`src/rtl/cu_multicycle.sv`:
```
// rtl/cu_multicycle.sv - multi-cycle control unit sequencing FETCH/DECODE/EXEC/MEM/WB
module cu_multicycle #(
  parameter int INSTR_W = 32,
  parameter int OP_W    = 6,
  parameter int REG_W   = 5,
  parameter int IMM_W   = 16,
  parameter int ALU_W   = 4
) (
  input  logic               clock,
  input  logic               reset_n,
  input  logic [INSTR_W-1:0] instruction,
  input  logic               instr_valid,
  input  logic [1:0]         flags,
  input  logic               mem_ready,
  output logic               fetch_req,
  output logic [REG_W-1:0]   op1,
  output logic [REG_W-1:0]   op2,
  output logic [IMM_W-1:0]   imm,
  output logic [ALU_W-1:0]   alucode,
  output logic               imControl,
  output logic               regenable,
  output logic               mem_req,
  output logic               ramenable,
  output logic               pc_inc,
  output logic               pcControl,
  output logic               halted,
  output logic               illegal
);

  typedef enum logic [2:0] {
    S_FETCH,
    S_DECODE,
    S_EXEC,
    S_MEM,
    S_WB,
    S_HALT
  } state_t;

  localparam logic [OP_W-1:0] OP_ADDI  = OP_W'(4);
  localparam logic [OP_W-1:0] OP_DIVI  = OP_W'(7);
  localparam logic [OP_W-1:0] OP_SR    = OP_W'(14);
  localparam logic [OP_W-1:0] OP_JMP   = OP_W'(15);
  localparam logic [OP_W-1:0] OP_JE    = OP_W'(16);
  localparam logic [OP_W-1:0] OP_JB    = OP_W'(17);
  localparam logic [OP_W-1:0] OP_JA    = OP_W'(18);
  localparam logic [OP_W-1:0] OP_JNE   = OP_W'(19);
  localparam logic [OP_W-1:0] OP_JBE   = OP_W'(20);
  localparam logic [OP_W-1:0] OP_JAE   = OP_W'(21);
  localparam logic [OP_W-1:0] OP_JZ    = OP_W'(22);
  localparam logic [OP_W-1:0] OP_JNZ   = OP_W'(23);
  localparam logic [OP_W-1:0] OP_LOAD  = OP_W'(24);
  localparam logic [OP_W-1:0] OP_LOADI = OP_W'(25);
  localparam logic [OP_W-1:0] OP_STORE = OP_W'(26);
  localparam logic [OP_W-1:0] OP_MOV   = OP_W'(27);
  localparam logic [OP_W-1:0] OP_NOP   = OP_W'(28);
  localparam logic [OP_W-1:0] OP_HLT   = OP_W'(29);

  state_t             state_q, state_d;
  logic [INSTR_W-1:0] ir_q, ir_d;
  logic [OP_W-1:0]    op_q, op_in;
  logic               is_alu, is_jump, is_imm, is_mem, is_move, taken;
  logic [ALU_W-1:0]   alu_sel;

  logic               fetch_req_d, imcontrol_d, regenable_d, mem_req_d, ramenable_d;
  logic               pc_inc_d, pccontrol_d, halted_d, illegal_d;
  logic [ALU_W-1:0]   alucode_d;

  assign op_q  = ir_q[INSTR_W-1 -: OP_W];
  assign op_in = instruction[INSTR_W-1 -: OP_W];
  assign op1   = ir_q[INSTR_W-OP_W-1 -: REG_W];
  assign op2   = ir_q[INSTR_W-OP_W-REG_W-1 -: REG_W];
  assign imm   = ir_q[IMM_W-1:0];

  // Classify the latched opcode and pick its ALU operation and jump outcome.
  always_comb begin
    is_alu  = (op_q <= OP_SR);
    is_jump = (op_q >= OP_JMP) && (op_q <= OP_JNZ);
    is_imm  = ((op_q >= OP_ADDI) && (op_q <= OP_DIVI)) || (op_q == OP_LOADI);
    is_mem  = (op_q == OP_LOAD) || (op_q == OP_STORE);
    is_move = (op_q == OP_MOV) || (op_q == OP_LOADI);
    // flags = {below, zero}
    case (op_q)
      OP_JMP:        taken = 1'b1;
      OP_JE, OP_JZ:  taken = flags[0];
      OP_JNE, OP_JNZ: taken = !flags[0];
      OP_JB:         taken = flags[1];
      OP_JA:         taken = !flags[1] && !flags[0];
      OP_JBE:        taken = flags[1] || flags[0];
      OP_JAE:        taken = !flags[1];
      default:       taken = 1'b0;
    endcase
    case (op_q)
      OP_W'(0), OP_W'(4):  alu_sel = ALU_W'(0);
      OP_W'(1), OP_W'(5):  alu_sel = ALU_W'(1);
      OP_W'(2), OP_W'(6):  alu_sel = ALU_W'(2);
      OP_W'(3), OP_W'(7):  alu_sel = ALU_W'(3);
      OP_W'(8):            alu_sel = ALU_W'(4);
      OP_W'(9):            alu_sel = ALU_W'(5);
      OP_W'(10):           alu_sel = ALU_W'(6);
      OP_W'(11):           alu_sel = ALU_W'(7);
      OP_W'(12):           alu_sel = ALU_W'(8);
      OP_W'(13):           alu_sel = ALU_W'(9);
      OP_W'(14):           alu_sel = ALU_W'(10);
      OP_MOV, OP_LOADI:    alu_sel = ALU_W'(11);
      default:             alu_sel = '0;
    endcase
  end

  // Next state plus the output values for the cycle being entered, so every output is a flop.
  always_comb begin
    state_d     = state_q;
    ir_d        = ir_q;
    fetch_req_d = 1'b0;
    alucode_d   = '0;
    imcontrol_d = 1'b0;
    regenable_d = 1'b0;
    mem_req_d   = 1'b0;
    ramenable_d = 1'b0;
    pc_inc_d    = 1'b0;
    pccontrol_d = 1'b0;
    halted_d    = 1'b0;
    illegal_d   = 1'b0;
    case (state_q)
      S_FETCH: begin
        // fetch_req is low for the first cycle after reset, so no handshake then
        if (fetch_req && instr_valid) begin
          ir_d    = instruction;
          state_d = S_DECODE;
          // NOP and illegal opcodes retire in DECODE, so their strobes are set up here
          if (op_in == OP_NOP) begin
            pc_inc_d = 1'b1;
          end else if (op_in > OP_HLT) begin
            pc_inc_d  = 1'b1;
            illegal_d = 1'b1;
          end
        end else begin
          fetch_req_d = 1'b1;
        end
      end
      S_DECODE: begin
        if (is_alu) begin
          state_d     = S_EXEC;
          alucode_d   = alu_sel;
          imcontrol_d = is_imm;
        end else if (is_jump) begin
          state_d     = S_EXEC;
          pccontrol_d = taken;
          pc_inc_d    = !taken;
        end else if (is_mem) begin
          state_d     = S_MEM;
          mem_req_d   = 1'b1;
          ramenable_d = (op_q == OP_STORE);
        end else if (is_move) begin
          state_d     = S_WB;
          regenable_d = 1'b1;
          pc_inc_d    = 1'b1;
          alucode_d   = alu_sel;
          imcontrol_d = is_imm;
        end else if (op_q == OP_HLT) begin
          state_d  = S_HALT;
          halted_d = 1'b1;
        end else begin
          state_d     = S_FETCH;
          fetch_req_d = 1'b1;
        end
      end
      S_EXEC: begin
        if (is_alu) begin
          state_d     = S_WB;
          regenable_d = 1'b1;
          pc_inc_d    = 1'b1;
          alucode_d   = alu_sel;
          imcontrol_d = is_imm;
        end else begin
          state_d     = S_FETCH;
          fetch_req_d = 1'b1;
        end
      end
      S_MEM: begin
        if (mem_ready) begin
          pc_inc_d = 1'b1;
          if (op_q == OP_LOAD) begin
            state_d     = S_WB;
            regenable_d = 1'b1;
          end else begin
            state_d     = S_FETCH;
            fetch_req_d = 1'b1;
          end
        end else begin
          mem_req_d   = 1'b1;
          ramenable_d = (op_q == OP_STORE);
        end
      end
      S_WB: begin
        state_d     = S_FETCH;
        fetch_req_d = 1'b1;
      end
      S_HALT: begin
        halted_d = 1'b1;
      end
      default: begin
        state_d = S_FETCH;
      end
    endcase
  end

  // State, instruction register and registered outputs; reset aborts any instruction in flight.
  always_ff @(posedge clock or negedge reset_n) begin
    if (!reset_n) begin
      state_q   <= S_FETCH;
      ir_q      <= '0;
      fetch_req <= 1'b0;
      alucode   <= '0;
      imControl <= 1'b0;
      regenable <= 1'b0;
      mem_req   <= 1'b0;
      ramenable <= 1'b0;
      pc_inc    <= 1'b0;
      pcControl <= 1'b0;
      halted    <= 1'b0;
      illegal   <= 1'b0;
    end else begin
      state_q   <= state_d;
      ir_q      <= ir_d;
      fetch_req <= fetch_req_d;
      alucode   <= alucode_d;
      imControl <= imcontrol_d;
      regenable <= regenable_d;
      mem_req   <= mem_req_d;
      ramenable <= ramenable_d;
      pc_inc    <= pc_inc_d;
      pcControl <= pccontrol_d;
      halted    <= halted_d;
      illegal   <= illegal_d;
    end
  end

endmodule

```
`config.mk`:
```
export PLATFORM = sky130hd
export DESIGN_NAME = cu_multicycle
export DESIGN_NICKNAME = d
export VERILOG_FILES = /design/src/rtl/cu_multicycle.sv
export SDC_FILE = /design/constraint.sdc
export NUM_CORES = 1
export LEC_CHECK = 0
export BUFFER_PORTS_ARGS = -buffer_cell sky130_fd_sc_hd__buf_2
export CORE_ASPECT_RATIO = 0.7
export CORE_MARGIN = 2
export CORE_UTILIZATION = 30
export DETAILED_ROUTE_END_ITERATION = 7
export PLACE_DENSITY = 0.51
export REMOVE_ABC_BUFFERS = 1
export SLEW_MARGIN = 20
export SYNTH_ARGS = -nofsm -noshare
export SYNTH_HDL_FRONTEND = slang
export SYNTH_SLANG_ARGS = --single-unit
```
`constraint.sdc`:
```
create_clock -name clock -period 3.7 [get_ports clock]
set_clock_uncertainty 0.2 [all_clocks]
set_input_delay 0.74 -clock clock [delete_from_list [all_inputs] [get_ports clock]]
set_output_delay 0.74 -clock clock [all_outputs]
set_load 0.02 [all_outputs]
```
After elaboration in Yosys (flattened, before gate mapping)
Memory sizes are Yosys's and may differ from the RTL's.
Index checks and enable logic that the tools add are counted.
{ "op_classes": {"n_bitwise": 1, "n_mux": 71, "magnitude_cmp": 6, "n_reduce_logical": 16, "n_eq_ne": 22} }
{ "ops": {"columns": ["op", "count"], "rows": [
  ["$eq A6 B5 Y1 const B", 14],
  ["$mux W1", 46],
  ["$mux W3", 9],
  ["$mux W4", 6],
  ["$pmux W3 S5", 1],
  ["$pmux W1 S2", 4],
  ["$pmux W4 S2", 1],
  ["$pmux W1 S7", 1],
  ["$eq A3 B2 Y1 const B", 2],
  ["$eq A3 B3 Y1 const B", 2],
  ["$eq A6 B4 Y1 const B", 1],
  ["$ge A6 B3 Y1 const B", 1],
  ["$ge A6 B4 Y1 const B", 1],
  ["$gt A6 B5 Y1 const B", 1],
  ["$le A6 B3 Y1 const B", 1],
  ["$le A6 B4 Y1 const B", 1],
  ["$le A6 B5 Y1 const B", 1],
  ["$pmux W1 S5", 1],
  ["$logic_and A1 B1 Y1", 4],
  ["$logic_or A1 B1 Y1", 4],
  ["$ne A2 B2 Y1 const B", 2],
  ["$pmux W1 S4", 1],
  ["$reduce_or A2 Y1", 2],
  ["$eq A3 B1 Y1 const B", 1],
  ["6 further kinds", 8]
]} }
{ "word_totals": {"ff_bits": 48, "in_bits": 38, "mem_bits_ro": 128, "out_inout_bits": 39, "elab_cells": 129, "mem_count": 1} }
{ "mem_list": {"columns": ["name", "words", "width", "rd", "rd_ports_with_merged_regs", "wr", "line_no", "text"], "rows": [
  ["(no name shown)", 32, 4, 1, 0, 0, "92", "case (op_q)"]
]} }

Logic depth before layout (Yosys ltp)
{ "depth": {"ltp_word": 8, "depth_mapped": 6, "depth_no_buf": 5} }

Least setup slack after synthesis
Ideal clock, no wire load.
{ "synth_path": {"path_type": "input -> register", "from": "in instr_valid", "to": "reg ir_q[10]", "path_slack_ps": 1653, "required_ps": 3372, "setup_ps": 128, "path_stages": 4, "n_path_buf": 1, "t_arrival_ps": 1720, "path_cell_list": "nand2_1 > nor4_4 > buf_2 > mux2_1"} }
{ "synth_between": {"elab_chain_len": 2} }
{ "synth_lines": {"columns": ["item", "line_no", "text"], "rows": [
  ["start: declaration", "12", "input logic instr_valid,"],
  ["$logic_and A1 B1 Y1", "126", "if (fetch_req && instr_valid) begin"],
  ["$reduce_and A2 Y1 (no source line)", null, null],
  ["end signal: assignment", "224", "ir_q <= ir_d;"],
  ["end: declaration", "59", "logic [INSTR_W-1:0] ir_q, ir_d;"]
]} }
No other way between the ends.
A chain may end at the register's enable or synchronous reset.

Worst setup path after layout
{ "layout_path": {"from": "reg state_q[0]", "to": "reg alucode[1]"} }
{ "layout_between": {"elab_chain_len": 2, "elab_cells_between_ends": 3, "classes_between": "2 x eq/ne; 1 x mux"} }
{ "layout_lines": {"columns": ["item", "line_no", "text"], "rows": [
  ["start: declaration", "58", "state_t state_q, state_d;"],
  ["start signal: assignment", "223", "state_q <= state_d;"],
  ["$eq A3 B2 Y1 or $eq A3 B1 Y1 (tied branches)", "123", "case (state_q)"],
  ["$pmux W4 S2 *", "123", null],
  ["named net alucode_d[1]", "66", "logic [ALU_W-1:0] alucode_d;"],
  ["end signal: assignment", "226", "alucode <= alucode_d;"],
  ["end: declaration", "19", "output logic [ALU_W-1:0] alucode,"]
]} }
The timed path passes the listed nets; every way through them passes the cells marked *.

==> Implementation_results.wiki <==
{| class="wikitable"
! Metric !! Value
|-
| Maximum number of pins on one net before global-route repair || 49
|-
| Arrival time reported for the critical path endpoint || 2090 ps
|-
| Library cell occupying the most area in the post-synthesis netlist || sky130_fd_sc_hd__dfrtp_1
|-
| Detailed placer's ending HPWL || 3.520 mm
|-
| Clock-pin slew reported for the worst setup and hold paths after clock tree synthesis || 70 ps
|-
| Flip-flop and latch count after synthesis || 48
|-
| Average routed wire per standard cell || 13.98 microns
|-
| Number of warnings printed during yosys synthesis || 0
|-
| CTS tree || done
|-
| Worst-path cell with the longest stage delay || sky130_fd_sc_hd__dfrtp_1
|-
| Capturing element type of the critical path || flip-flop
|-
| Top FF cell, synth || sky130_fd_sc_hd__dfrtp_1
|-
| Number of antenna violations at the first check in global routing || 0
|-
| Crit Path Category || reg -> reg
|-
| Number of rows in the core area || 27
|-
| Achievable Freq || 473.5 MHz
|-
| Root Driver || sky130_fd_sc_hd__clkbuf_16
|-
| Number of flops mapped to enable cells by yosys || 0
|-
| Highest-count cells in the layout ignoring fill and taps || sky130_fd_sc_hd__buf_2 (75), sky130_fd_sc_hd__dfrtp_1 (48), sky130_fd_sc_hd__mux2_1 (32)
|-
| Combinational share of power || 0.424
|-
| Number of primary I/O pins || 77
|-
| Number of nets still failing antenna checks after routing || 0
|-
| Register-to-register setup slack || 1590 ps
|-
| Count of H-tree levels built during CTS || 2
|-
| Post-cts sizing count || 0
|-
| Switching power share of the total || 0.4168
|-
| Drt first-iter violations || 63
|-
| Setup TNS Final || 0 ps
|-
| Vias/cell || 4.576
|-
| Filler cells || 789
|-
| Sequential cell area fraction in the yosys report || 0.5016
|-
| Synthesized cell area || 0.002395 sq mm
|-
| Internal Dissipation || 1.452 mW
|-
| Startpoint of the worst-slack reg-to-reg timing path || state_q[0]
|-
| Setup fix buffers added after clock tree synthesis || 0
|-
| Overall power || 2.489 mW
|-
| Status || finished, final reports clean
|-
| Biggest area contributors in the synthesized netlist || sky130_fd_sc_hd__dfrtp_1 (50%), sky130_fd_sc_hd__mux2_1 (15%), sky130_fd_sc_hd__buf_4 (8.2%)
|-
| Number of buffers added by the clock tree synthesis step || 5
|-
| Share of flip-flops with an asynchronous set or reset || 1.000
|-
| Total area of sequential cells || 0.001201 sq mm
|-
| Ratio of total power to cell area || 884.5 mW/mm^2
|-
| Share of cells above drive strength 1 || 0.3636
|-
| Critical path peak fanout || 10
|-
| Cell-by-cell trace of the critical path || or3b_4, nor2_4, and4_4, a31oi_4, a2111oi_4
|-
| Final routed DRC violation total || 0
|-
| RSZ-0062 raised after global routing || false
|-
| Worst slew slack as a fraction of its limit || 0.5875
|-
| Skew-Pair Late Insertion Delay || 280 ps
|-
| Weighted congestion at the end of routability-driven global placement || 0.8158
|-
| Final hold violation count || 0
|-
| Max-slew violations || 0
|-
| Post-synthesis instance total || 205
|-
| CP endpoint || alucode[1]
|-
| Floorplan die area || 0.008725 sq mm
|-
| Data required time at the worst endpoint || 3680 ps
|-
| Overall overflow remaining after global route || 0
|-
| GR Util All Layers || 0.1186
|-
| Start point of the critical path || state_q[0]
|-
| Leakage Power || 1.314 nW
|-
| Proportion of power drawn by the clock network || 0.186
|-
| Via count of the first global-routing pass || 1580
|-
| Max_cap viols || 0
|-
| Total iterations of the first detailed-routing run || 4
|-
| Total of endpoints with negative setup slack in the final report || 0
|-
| Clock Path Buffers || 2
|-
| Maximum vdd drop || 0.3604 mV
|-
| Horizontal die dimension || 110.8 microns
|-
| Hold bufs inserted after CTS || 0
|-
| Slew @ Worst Pin || 618.8 ps
|-
| Maximum cell stage delay along the critical path || 570 ps
|-
| Portion of total power attributed to sequential cells || 0.389
|-
| Core footprint || 0.007804 sq mm
|-
| Starting density of the core || 0.3069
|-
| Final net count || 290
|-
| Total vias in the final route || 1620
|-
| Period Utilization, post-route || 0.5708
|-
| Capturing point of the worst reg2reg path || alucode[1]
|-
| Growth of design area from synthesis to finish || 17.50%
|-
| Path type of the worst min-delay path || in -> async
|-
| Element type at the critical path start || flip-flop
|-
| Total wirelength of the detailed-routed design || 4.950 mm
|-
| Multi-input gate area in the final layout || 930.9 sq um
|-
| Count of input and output buffers || 76
|-
| Reg2reg path depth || 5
|-
| Clock net sink count || 48
|-
| Area share of the largest cell type after synthesis || 0.5016
|-
| Number of distinct library cell variants in the gate-level netlist after synthesis || 45
|-
| Wire length of the first global-routing pass || 8.252 mm
|-
| Commonest non-fill, non-tap cell in the layout || sky130_fd_sc_hd__buf_2
|-
| Number of inserted diodes || 0
|-
| Power dissipated by switching net loads || 1.037 mW
|-
| Mean area per synthesized cell || 11.68 sq um
|-
| Post-layout minimum cycle time || 2112 ps
|-
| Vertical die dimension || 78.75 microns
|}
==> power groups by stage <==
| stage | logic [mW] | clock network (mW) | registers, mW |
|---|---|---|---|
| 2_1_floorplan | 0.526 | 0 | 1.15 |
| 6_report | 1.06 | 0.464 | 0.969 |
| 3_5_place_dp | 1.07 | 0 | 0.974 |
| 3_3_place_gp | 1.05 | 0 | 0.976 |
| 5_1_grt | 1.15 | 0.512 | 1.01 |
| 4_1_cts | 1.08 | 0.485 | 0.966 |
==> state kept, by name (all words and copies together), names as in the netlist <==
signal     flops
pcControl      1
state_q        3
pc_inc         1
ir_q          32
illegal        1
regenable      1
imControl      1
fetch_req      1
halted         1
alucode        4
ramenable      1
mem_req        1
==> Yosys cell counts, types with 2 or more instances <==
master and instances:
sky130_fd_sc_hd__dfrtp_1 48, sky130_fd_sc_hd__mux2_1 32, sky130_fd_sc_hd__buf_4 26, sky130_fd_sc_hd__nor2_1 14
sky130_fd_sc_hd__a21oi_1 10, sky130_fd_sc_hd__nand2_1 7, sky130_fd_sc_hd__nor2b_1 7, sky130_fd_sc_hd__buf_2 6
sky130_fd_sc_hd__nand2b_1 5, sky130_fd_sc_hd__and3_1 4, sky130_fd_sc_hd__clkbuf_1 3, sky130_fd_sc_hd__inv_1 3
sky130_fd_sc_hd__o41ai_1 3, sky130_fd_sc_hd__a211oi_1 2, sky130_fd_sc_hd__nor3_1 2, sky130_fd_sc_hd__o21ai_0 2
sky130_fd_sc_hd__o21bai_1 2, sky130_fd_sc_hd__o31a_1 2
==> cell families (layout without fill, tap and decap cells) <==
kind of cell	after synthesis	count (layout)	synth area share
simple gates	51	51	0.1238
flops	48	48	0.5016
buf+inv	40	88	0.1097
mux	33	33	0.1547
compound gates	31	31	0.1029
xor+xnor	2	2	0.007316
==> stage by stage <==
stage	area [sq um]	util	setup slack, ps	cells	hold slack, ps
3_3_place_gp	2658	0.3405	1470	346	260.9
6_report	2814	0.3606	1588	354	261.8
4_1_cts	2814	0.3606	1607	354	284.9
2_1_floorplan	2143	-	1027	168	244.4
5_1_grt	2814	0.3606	1482	354	295.7
3_5_place_dp	2660	0.3409	1380	346	269.4
==> worst min-delay path by stage <==
stage / end / slack, ps
2_1_floorplan: alucode[0] / 240
3_3_place_gp: ir_q[14] / 260
3_5_place_dp: ir_q[20] / 270
4_1_cts: ir_q[8] / 280
5_1_grt: ir_q[2] / 300
6_report: fetch_req / 260
==> routing by layer <==
metal  track usage  part of all wire  vias to the layer above
li1              -                 -                      786
met1        0.1818              0.54                      769
met2        0.1601              0.39                       60
met3       0.03740             0.073                        5
met4       0.02750            0.0057                        0
met5             0                 0                        -
==> cell type report <==
cell class,count,share of cell area
flip-flops and latches,48,0.4269
multi-input cells,117,0.3308
repair buffers,77,0.1387
clock buffers,6,0.04936
well taps,101,0.04491
clock inverters,2,0.005336
inverters,3,0.004002
==> critical path, delay by kind of cell, from the launching register on <==
family | cells | cell delay (ps)
AND/OR/NAND/NOR | 3 | 870
flip-flops | 1 | 570
AO/OA/AOI/OAI | 2 | 360
(Power assumes the default switching activity.)
